### src/rtl/key_filter_multi.sv
// key_filter_multi: per-channel key synchroniser, debounce FSM and press/release/long-press pulses.
// Define KEY_LONG_EN to compile in the long-press hold counter and key_long.
module key_filter_multi #(
    parameter int KEY_NUM  = 4,
    parameter int CNT_MAX  = 1_000_000,
    parameter int LONG_MAX = 50_000_000
) (
    input  logic               clk,
    input  logic               rst,
    input  logic [KEY_NUM-1:0] key_in,
    output logic [KEY_NUM-1:0] key_press,
    output logic [KEY_NUM-1:0] key_release,
    output logic [KEY_NUM-1:0] key_state,
    output logic [KEY_NUM-1:0] key_long
);
`ifdef KEY_LONG_EN
    localparam bit LONG_EN = 1'b1;
`else
    localparam bit LONG_EN = 1'b0;
`endif
    localparam int CW = (LONG_EN && $clog2(LONG_MAX) > $clog2(CNT_MAX)) ? $clog2(LONG_MAX) : $clog2(CNT_MAX);
    localparam logic [CW-1:0] C_LAST = CW'(CNT_MAX - 1);
    typedef enum logic [3:0] {
        IDLE    = 4'b0001,
        FILTER0 = 4'b0010,
        DOWN    = 4'b0100,
        FILTER1 = 4'b1000
    } state_t;
    // High once the synchronisers hold real samples rather than reset values.
    logic live;
    always_ff @(posedge clk or negedge rst)
        if (!rst)
            live <= 1'b0;
        else
            live <= 1'b1;
    for (genvar i = 0; i < KEY_NUM; i++) begin : g_ch
        logic r1, r2, arm, nedge, pedge, edge_any, expire;
        logic press_d, release_d, press_q, release_q, held_q;
        logic [CW-1:0] cnt, cnt_d, cnt_n;
        state_t state, state_d;
        // A key held through reset must be seen released before its falling edge counts.
        assign nedge    = !r1 && r2 && arm;
        assign pedge    = r1 && !r2;
        assign edge_any = nedge || pedge;
        assign expire   = cnt == C_LAST;
        always_comb begin
            state_d   = state;
            cnt_d     = '0;
            press_d   = 1'b0;
            release_d = 1'b0;
            case (state)
                IDLE:    state_d = nedge ? FILTER0 : IDLE;
                FILTER0: begin
                    state_d = edge_any ? IDLE : expire ? DOWN : FILTER0;
                    press_d = !edge_any && expire;
                    cnt_d   = (edge_any || expire) ? '0 : cnt + 1'b1;
                end
                DOWN:    state_d = pedge ? FILTER1 : DOWN;
                FILTER1: begin
                    state_d   = edge_any ? DOWN : expire ? IDLE : FILTER1;
                    release_d = !edge_any && expire;
                    cnt_d     = (edge_any || expire) ? '0 : cnt + 1'b1;
                end
                default: state_d = IDLE;
            endcase
        end
        always_ff @(posedge clk or negedge rst)
            if (!rst) begin
                r1        <= 1'b1;
                r2        <= 1'b1;
                arm       <= 1'b0;
                state     <= IDLE;
                cnt       <= '0;
                press_q   <= 1'b0;
                release_q <= 1'b0;
                held_q    <= 1'b0;
            end else begin
                r1        <= key_in[i];
                r2        <= r1;
                arm       <= arm || (live && r1);
                state     <= state_d;
                cnt       <= cnt_n;
                press_q   <= press_d;
                release_q <= release_d;
                held_q    <= state_d == DOWN || state_d == FILTER1;
            end
        assign key_press[i]   = press_q;
        assign key_release[i] = release_q;
        assign key_state[i]   = held_q;
`ifdef KEY_LONG_EN
        localparam logic [CW-1:0] L_LAST = CW'(LONG_MAX - 1);
        logic hold, long_hit, done, long_q;
        // Hold count saturates at L_LAST; done blocks a repeat until the key is released.
        assign hold     = state == DOWN && !pedge;
        assign long_hit = hold && cnt == L_LAST;
        assign cnt_n    = hold ? (long_hit ? cnt : cnt + 1'b1) : cnt_d;
        always_ff @(posedge clk or negedge rst)
            if (!rst) begin
                done   <= 1'b0;
                long_q <= 1'b0;
            end else begin
                done   <= (state_d == DOWN || state_d == FILTER1) && (done || long_hit);
                long_q <= long_hit && !done;
            end
        assign key_long[i] = long_q;
`else
        assign cnt_n       = cnt_d;
        assign key_long[i] = 1'b0;
`endif
    end
endmodule

### config.mk
export PLATFORM = sky130hd
export DESIGN_NAME = key_filter_multi
export DESIGN_NICKNAME = d
export VERILOG_FILES = /design/src/rtl/key_filter_multi.sv
export SDC_FILE = /design/constraint.sdc
export NUM_CORES = 1
export LEC_CHECK = 0
export ABC_AREA = 1
export BUFFER_PORTS_ARGS = -buffer_cell sky130_fd_sc_hd__buf_2
export CAP_MARGIN = 10
export CORE_MARGIN = 2
export CORE_UTILIZATION = 60
export CTS_CLUSTER_DIAMETER = 30
export DETAILED_ROUTE_END_ITERATION = 6
export GPL_TIMING_DRIVEN = 0
export PLACE_DENSITY = 0.77
export SLEW_MARGIN = 10
export SYNTH_ARGS = -nofsm -noshare
export SYNTH_HDL_FRONTEND = slang
export SYNTH_SLANG_ARGS = --single-unit
export TNS_END_PERCENT = 100
### constraint.sdc
create_clock -name clk -period 1.6 [get_ports clk]
set_input_delay 0.16 -clock clk [delete_from_list [all_inputs] [get_ports clk]]
set_output_delay 0.16 -clock clk [all_outputs]
set_load 0.05 [all_outputs]
# --- After elaboration in Yosys (flattened, before gate mapping) ---
# Cells that the tools add are included.
totals:
  regBits: 121
  in_bits: 6
  output_inout_bits: 16
  word_cells: 161
op_classes:
  n_addsub: 4
  n_eq_ne: 28
  n_mux: 44
  reduce_logical: 52
op_table:
  columns: ["op", "count"]
  rows:
  - ["$mux W20", 8]
  - ["$add A20 B1 Y20 const B", 4]
  - ["$eq A20 B20 Y1 const B", 4]
  - ["$pmux W4 S4", 4]
  - ["$mux W4", 12]
  - ["$eq A4 B3 Y1 const B", 8]
  - ["$eq A4 B4 Y1 const B", 8]
  - ["$mux W3", 8]
  - ["$logic_and A1 B1 Y1", 20]
  - ["$eq A4 B1 Y1 const B", 4]
  - ["$eq A4 B2 Y1 const B", 4]
  - ["$logic_or A1 B1 Y1", 16]
  - ["$logic_not A1 Y1", 12]
  - ["$mux W1", 8]
  - ["$mux W2", 4]
  - ["$reduce_or A2 Y1", 4]

# --- Longest topological paths before layout ---
# Gate-level depths: netlist (run 1).
depth:
  depth_word: 8
  depth_mapped: 9

# --- Worst setup path after synthesis (run 1) ---
# No wires, ideal clock.
synth_timing:
  path_kind: "reg-to-reg"
  from: "register g_ch[0].cnt[0]"
  to: "register g_ch[0].cnt[18]"
  arrival_ns: 1.296
  slack_ns: 0.186
  stages_incl_launch_ff: 8
  n_path_buf: 1
  synth_period_minus_slack_ns: 1.414
  cell_sequence: "dfrtp_1 > ha_1 > nand3_1 > nor2_1 > nand3_2 > o211ai_4 > buf_12 > nor2_2"
synth_between:
  elab_chain_cells: 4
  word_cells_on_any_way: 5
  cone_classes: "add/sub (1); eq/ne (1); mux (2); reduce/logical (1)"
synth_lines:
  columns: ["element", "line", "source"]
  rows:
  - ["from (decl)", "39", "logic [CW-1:0] cnt, cnt_d, cnt_n;"]
  - ["from (signal assigned)", "82", "cnt <= cnt_n;"]
  - ["branches (longest 2 deep; another with $add A20 B1 Y20)", null, null]
  - ["$mux W20 *", "56, 62", null]
  - ["$mux W20 *", null, null]
  - ["via g_ch[0].cnt_d[18]", "39", null]
# Mark *: on every way through the listed nets, which the timed path passes.

# --- Worst setup path in the final report (run 1) ---
layout_timing:
  from: "register g_ch[3].cnt[0]"
  to: "register g_ch[3].cnt[15]"
layout_between:
  elab_chain_cells: 4
  word_cells_on_any_way: 5
  cone_classes: "add/sub (1); eq/ne (1); mux (2); reduce/logical (1)"
layout_lines:
  columns: ["element", "line"]
  rows:
  - ["from (decl)", "39"]
  - ["from (signal assigned)", "82"]
  - ["branches (longest 2 deep; another with $add A20 B1 Y20)", null]
  - ["$mux W20 *", "56, 62"]
  - ["$mux W20 *", null]
  - ["via g_ch[3].cnt_d[15]", "39"]
# Marked as above.

==> results of run 1 <==
-- per-stage QoR --
step,setup TNS [ps],power (W)
floorplan,0,0.004067
global placement,-118140,0.004255
detailed placement,-143.0,0.004307
CTS,0,0.008175
global route,-214.1,0.008494
finish,0,0.008182
-- layout make-up --
type	instances	share of cell area [%]
Multi-Input combinational cell	592	39.01
Inverter	100	4.985
Tap cell	136	2.245
Timing Repair Buffer	32	3.285
Buffer	23	2.443
Sequential cell	121	40.15
Clock buffer	24	6.339
Clock inverter	8	1.552
-- report_power, final --
part,leakage [nW],internal (W),total [W],switching [W]
Clock,0.295,0.00253,0.00385,0.00132
Combinational,1.60,0.000324,0.00101,0.000683
Sequential,1.62,0.00324,0.00333,0.0000886
-- final timing paths --
check	end	cells after the start	startpoint
worst max-delay path	g_ch[3].cnt[15]$_DFF_PN0_	8	g_ch[3].cnt[0]$_DFF_PN0_
worst min-delay path	g_ch[3].state[2]$_DFF_PN0_	2	rst
worst max register to register	g_ch[3].cnt[15]$_DFF_PN0_	8	g_ch[3].cnt[0]$_DFF_PN0_
worst min register to register	g_ch[0].r2$_DFF_PN1_	0	g_ch[0].r1$_DFF_PN1_
max in group asynchronous	g_ch[2].r1$_DFF_PN1_	3	rst
min in group clk	g_ch[2].r1$_DFF_PN1_	2	key_in[2]
-- cells in the mapped netlist (6+ instances only) --
master    count
buf_4        22
o21ai_0      12
xor2_1       40
dfstp_2      12
xnor2_1      13
o21bai_1     12
nor2_2       13
nand4_1      14
nand3_1      70
nor3_1        6
dfrtp_1     109
nor2_1      200
nand2_1     183
inv_1        99
-- routing by layer --
| layer | vias up | part of all wire [%] | GRT usage (%) |
|---|---|---|---|
| li1 | 2666 | - | - |
| met1 | 2603 | 43 | 28.62 |
| met2 | 119 | 52 | 43.62 |
| met3 | 26 | 3.4 | 6.235 |
| met4 | 0 | 1.7 | 9.432 |
| met5 | - | 0 | 0 |
-- kinds of logic (layout without fill, tap and decap cells) --
| group | Yosys count | after routing | share of synthesized area [%] |
|---|---|---|---|
| buf+inv | 123 | 187 | 8.672 |
| fa+ha+maj | 4 | 4 | 0.7743 |
| compound gates | 30 | 30 | 3.252 |
| flops | 121 | 121 | 47.08 |
| simple gates | 500 | 500 | 32.93 |
| xor+xnor | 53 | 53 | 7.182 |
| other cells | 2 | 5 | 0.1162 |
-- registers in the layout (all words and copies together) (netlist names) --
signal / cells
g_ch.cnt: 80
g_ch.state: 16
g_ch.arm: 4
g_ch.held_q: 4
g_ch.press_q: 4
g_ch.r1: 4
g_ch.r2: 4
g_ch.release_q: 4
live: 1
-- worst reg2reg max path, delay by kind of cell, from the launching register on --
kind                       cells  cell delay (ps)
AOI/OAI and AO/OA              1              120
adders and majority gates      1              220
buffers and inverters          2              320
DFF                            1              370
and+or+nand+nor                4              400
-- repair_timing --
action / 4_1_cts / 5_1_grt
pin swaps: 1 / 5
hold endpoints to repair: 62 / 0
gates resized for setup: 1 / 34
endpoints found under the setup margin: 10 / 64
cloned: 0 / 4
hold buffers: 5 / 0
buffers inserted: 0 / 5
-- cells in the final DEF (no fill, tap or decap), types with 6 or more instances in the layout --
cell / instances
buf_2: 16
buf_4: 30
clkbuf_16: 16
dfrtp_1: 109
dfstp_2: 12
inv_1: 94
nand2_1: 182
nand3_1: 65
nand3_2: 6
nand4_1: 14
nor2_1: 195
nor2_2: 16
nor2_4: 6
nor3_1: 6
o21ai_0: 12
o21bai_1: 12
xnor2_1: 13
xor2_1: 40
==> metrics.cfg, run 1 <==
[detailed_routing]
ant_nets = 0
wl_per_cell_um = 13.11
num_vias = 5414
first_pass_iters = 5
routed_wl_um = 13580
first_iter_violations = 318
drc = 0
viasPerCell = 5.226

[worst_setup_path]
r2r_slack_ps = 60
cpPeakStageDelay_ps = 370
crit_slowest_cell = dfrtp_1
arrival_ps = 1950
end_kind = flop
critical-path-top-delay-family = simple AND/OR/NAND/NOR gates
critPathRequiredTime_ps = 2010
worst-path-buf-inv = 2
path_class = reg2reg
critPathMostFrequentCell = buf_4
cp_max_fo = 5
worstSetupStartpointType = flop
worstPathCellList = ha_2 > nand3_4 > nor2_4 > nand3_2 > o211ai_1 > buf_4 > buf_4 > nor2_1

[floorplan]
boundaryPins = 22
fp.dieW_um = 107.8
num_rows = 37
initial_utilization_pct = 62.33
dieArea_um2 = 11620
die_y_um = 107.8
core-area_um2 = 10370

[clocking]
cts_tree = built
numCtsBuffers = 17
ctsLongestPathBuffers = 2
clkLatencyLatePin_ps = 530
clock-sinks = 121
cts.clk_slew.worst_paths_ps = 50
htreeDepth = 4
clockRootBuffer = clkbuf_8

[logic_synthesis]
synth_edf_count = 0
yosys.cell_types.count = 29
synth_area_leaders = dfrtp_1 (42%), nor2_1 (12%), nand2_1 (11%), inv_1 (5.7%), nand3_1 (5.4%)
synth_seq_cells = 121
ys.flop_type = dfrtp_1
syn_area_um2 = 6464
synth_largest_area_cell = dfrtp_1
netlist.area_leader.share_pct = 42.20
synth_area_per_cell_um2 = 7.760
ys_warn_count = 0
ys_seq_area_share_pct = 47.08
syn_inst = 833
async_flop_share_pct = 100.0

[finish]
area_growth_syn_to_layout_pct = 17.27
finalNonFillerCells = 1036
utilization_pct = 73.09
area.sequential_um2 = 3043
layout.nets = 897
nFillCells = 799
multiInputGateArea_um2 = 2957
drive_above_1_share_pct = 15.33
antenna-diode-count = 0
design_area_um2 = 7580

[global_route]
antenna_found_initial = 0
grt_pass1_wl_um = 22630
grt_max_degree = 64
grt_pass1_vias = 5315
grt_usage_pct = 24.64
gr-total-overflow = 0

[flow_run]
max_cap_viol_count = 0

[outcome]
status = finished, final reports clean

[hold_path]
hold_class = in2async

[pwr]
cellPowerDensity_nw_per_um2 = 1079
ir_drop_v = 0.0008219
p_leak_nw = 3.516

[place]
hpwlAfterDp_um = 8847
numPortBuffers = 17
dpl_cell_area_um2 = 6764
gp_congestion = 0.9295
dp.cells = 990
pre_cts_slack_ps = -28.02

[sta]
rsz0062_at_grt = true
clock.fmax_mhz = 649.5
whs_ps = 180.9
drv_slew = 0
finalWorstSetupSlack_ps = 60.34
clock-skew-final_ps = 5.521
worst_slew_margin_rel_pct = 64.34
hold_viol = 0
tightestPinTransition_ps = 535.0
fin_crit_sh_pct = 96.23
setup_viol = 0
period_minus_slack_ps = 1540

(Power assumes the default switching activity.)
==> run 2: changes to the inputs <==
--- a/config.mk
+++ b/config.mk
@@ -14,6 +14,7 @@
 export DETAILED_ROUTE_END_ITERATION = 6
 export GPL_TIMING_DRIVEN = 0
 export PLACE_DENSITY = 0.77
+export REMOVE_ABC_BUFFERS = 1
 export SLEW_MARGIN = 10
 export SYNTH_ARGS = -nofsm -noshare
 export SYNTH_HDL_FRONTEND = slang
==> run 2 against run 1 <==
Effect of this change: clock skew grew 1.8 ps; cell area shrank 0.76%; setup slack worse by 27 ps; clock power is essentially flat; core utilization decreased by 0.56 points; critical path type unchanged; highest routed layer unchanged.
==> metrics.cfg, run 2 (same netlist as run 1, synthesis figures left out) <==
[outcome]
status = finished, final reports clean

[worst_setup_path]
r2r_slack_ps = 30  ; -30 ps
cpPeakStageDelay_ps = 380  ; about the same
cp_max_fo = 4  ; -1
path_class = reg2reg
ff2ff_path_depth = 8  ; unchanged
worstSetupStartpointType = flop
critPathRequiredTime_ps = 2010  ; about the same
r2r-start = g_ch[3].cnt[0]$_DFF_PN0_
worstPathCellList = ha_2 > nand3_4 > nor2_4 > nand3_2 > o211ai_1 > buf_4 > buf_2 > nor2_1
reg2reg_to = g_ch[3].cnt[9]$_DFF_PN0_
end_kind = flop
arrival_ps = 1970  ; +20 ps
crit_slowest_cell = dfrtp_1

[flow_run]
max_cap_viol_count = 0  ; unchanged

[finish]
antenna-diode-count = 0  ; unchanged
largest_reg_flops = 80  ; unchanged
final_cell_mix = nor2_1 (189), nand2_1 (183), dfrtp_1 (109)
finalNonFillerCells = 1021  ; -1.4%
drive_above_1_share_pct = 14.69  ; -0.64 points
layout.nets = 882  ; -1.7%
design_area_um2 = 7522  ; -0.76%
area_growth_syn_to_layout_pct = 16.38
largestRegisters = g_ch.cnt x80, g_ch.state x16
largest-register = g_ch.cnt
layout_commonest_cell = nor2_1
utilization_pct = 72.54  ; -0.56 points

[global_route]
grt_pass1_vias = 5313  ; -0.038%
grt_usage_pct = 24.17  ; -0.47 points
antenna_found_initial = 0  ; unchanged
grt_max_degree = 71  ; +11%
grt_pass1_wl_um = 22410  ; -0.95%
gr-total-overflow = 0  ; unchanged

[detailed_routing]
ant_nets = 0  ; unchanged
num_vias = 5337  ; -1.4%
routed_wl_um = 13350  ; -1.7%
drc = 0  ; unchanged
first_pass_iters = 7  ; +2
wl_per_cell_um = 13.07  ; -0.26%
first_iter_violations = 362  ; +14%
viasPerCell = 5.227  ; about the same

[clocking]
cts.clk_slew.worst_paths_ps = 60  ; about the same
numCtsBuffers = 17  ; unchanged
cts_tree = built
htreeDepth = 4  ; unchanged
clock-sinks = 121  ; unchanged
clockRootBuffer = clkbuf_8
clkLatencyLatePin_ps = 520  ; about the same
ctsLongestPathBuffers = 2  ; unchanged

[pwr]
ir_drop_v = 0.0008434  ; +2.6%
p_leak_nw = 3.415  ; -2.9%
cellPowerDensity_nw_per_um2 = 1077  ; -0.19%

[floorplan]
fp.dieW_um = 107.8  ; unchanged
boundaryPins = 22  ; unchanged
core-area_um2 = 10370  ; unchanged
initial_utilization_pct = 62.33  ; unchanged
dieArea_um2 = 11620  ; unchanged
num_rows = 37  ; unchanged
die_y_um = 107.8  ; unchanged

[place]
numPortBuffers = 17  ; unchanged
hpwlAfterDp_um = 8605  ; -2.7%
dp.cells = 969  ; -2.1%
gp_congestion = 0.9460  ; +1.8%
pre_cts_slack_ps = -375.1  ; -347.1 ps
dpl_cell_area_um2 = 6598  ; -2.5%

[sta]
finalWorstSetupSlack_ps = 33.10  ; -27.24 ps
setup_viol = 0  ; unchanged
hold_viol = 0  ; unchanged
clock.fmax_mhz = 638.2  ; -1.7%
clock-skew-final_ps = 7.360  ; +1.839 ps
tightestPinTransition_ps = 517.7  ; -17.23 ps
worst_slew_margin_rel_pct = 65.45  ; +1.1 points
fin_crit_sh_pct = 97.93  ; +1.7 points
drv_slew = 0  ; unchanged
period_minus_slack_ps = 1567  ; +27.24 ps

[hold_path]
hold_class = in2async

==> run 2: worst max-delay path: cells and delay by family (launching register included) <==
family	cells	cell delay, ps
AOI/OAI and AO/OA	1	110
adders and majority gates	1	240
buffers and inverters	2	310
DFF	1	380
and+or+nand+nor	4	410
==> run 2: per-stage QoR <==
step	power (W)	hold slack (ps)	setup TNS (ps)
finish	0.008104	150.5	0
global route	0.008424	200.5	-521.8
CTS	0.008103	157.4	0
detailed placement	0.004232	137.4	-12530
global placement	0.004167	265.2	-142100
floorplan	0.003970	-135.6	-5960
==> run 2: layer usage <==
layer / routed length [um] / track usage (%) / share of wire, % / up-vias
li1: - / - / - / 2645
met1: 5846 / 29.56 / 44 / 2552
met2: 6757 / 40.93 / 51 / 122
met3: 567 / 6.174 / 4.2 / 18
met4: 178 / 9.524 / 1.3 / 0
met5: 0 / 0 / 0 / -
==> run 2: where the power goes <==
group	switching (W)	internal [W]
logic	0.000688	0.000261
registers	0.0000895	0.00324
clock network	0.00130	0.00253
total	0.00208	0.00603
==> run 2: area by class of cell <==
| cell class | count | area (um2) |
|---|---|---|
| Multi-Input combinational cell | 595 | 3047 |
| Clock inverter | 8 | 117.6 |
| Inverter | 100 | 381.6 |
| Clock buffer | 24 | 480.5 |
| Tap cell | 136 | 170.2 |
| Sequential cell | 121 | 3043 |
| Fill cell | 775 | 2848 |
| Timing Repair inverter | 1 | 5.005 |
| Timing Repair Buffer | 36 | 277.8 |
==> run 2: timing repair <==
item	4_1_cts	5_1_grt
pin swaps	3	7
buffers inserted	3	5
gates cloned	1	6
hold endpoints to repair	55	0
hold buffers	5	0
endpoints found under the setup margin	78	86
gates resized for setup	6	35
==> run 2: worst max path at each step <==
stage                                     from                         to  slack (ps)  cells after the start
finish                g_ch[3].cnt[0]$_DFF_PN0_   g_ch[3].cnt[9]$_DFF_PN0_          30                      8
global route          g_ch[3].cnt[0]$_DFF_PN0_   g_ch[3].cnt[7]$_DFF_PN0_         -40                      8
CTS                  g_ch[1].cnt[11]$_DFF_PN0_  g_ch[1].cnt[15]$_DFF_PN0_           1                      6
detailed placement  g_ch[3].state[0]$_DFF_PN1_  g_ch[3].cnt[14]$_DFF_PN0_        -380                      6
global placement                           rst  g_ch[0].cnt[13]$_DFF_PN0_       -1040                      1
floorplan           g_ch[2].state[0]$_DFF_PN1_  g_ch[2].cnt[13]$_DFF_PN0_        -170                      5
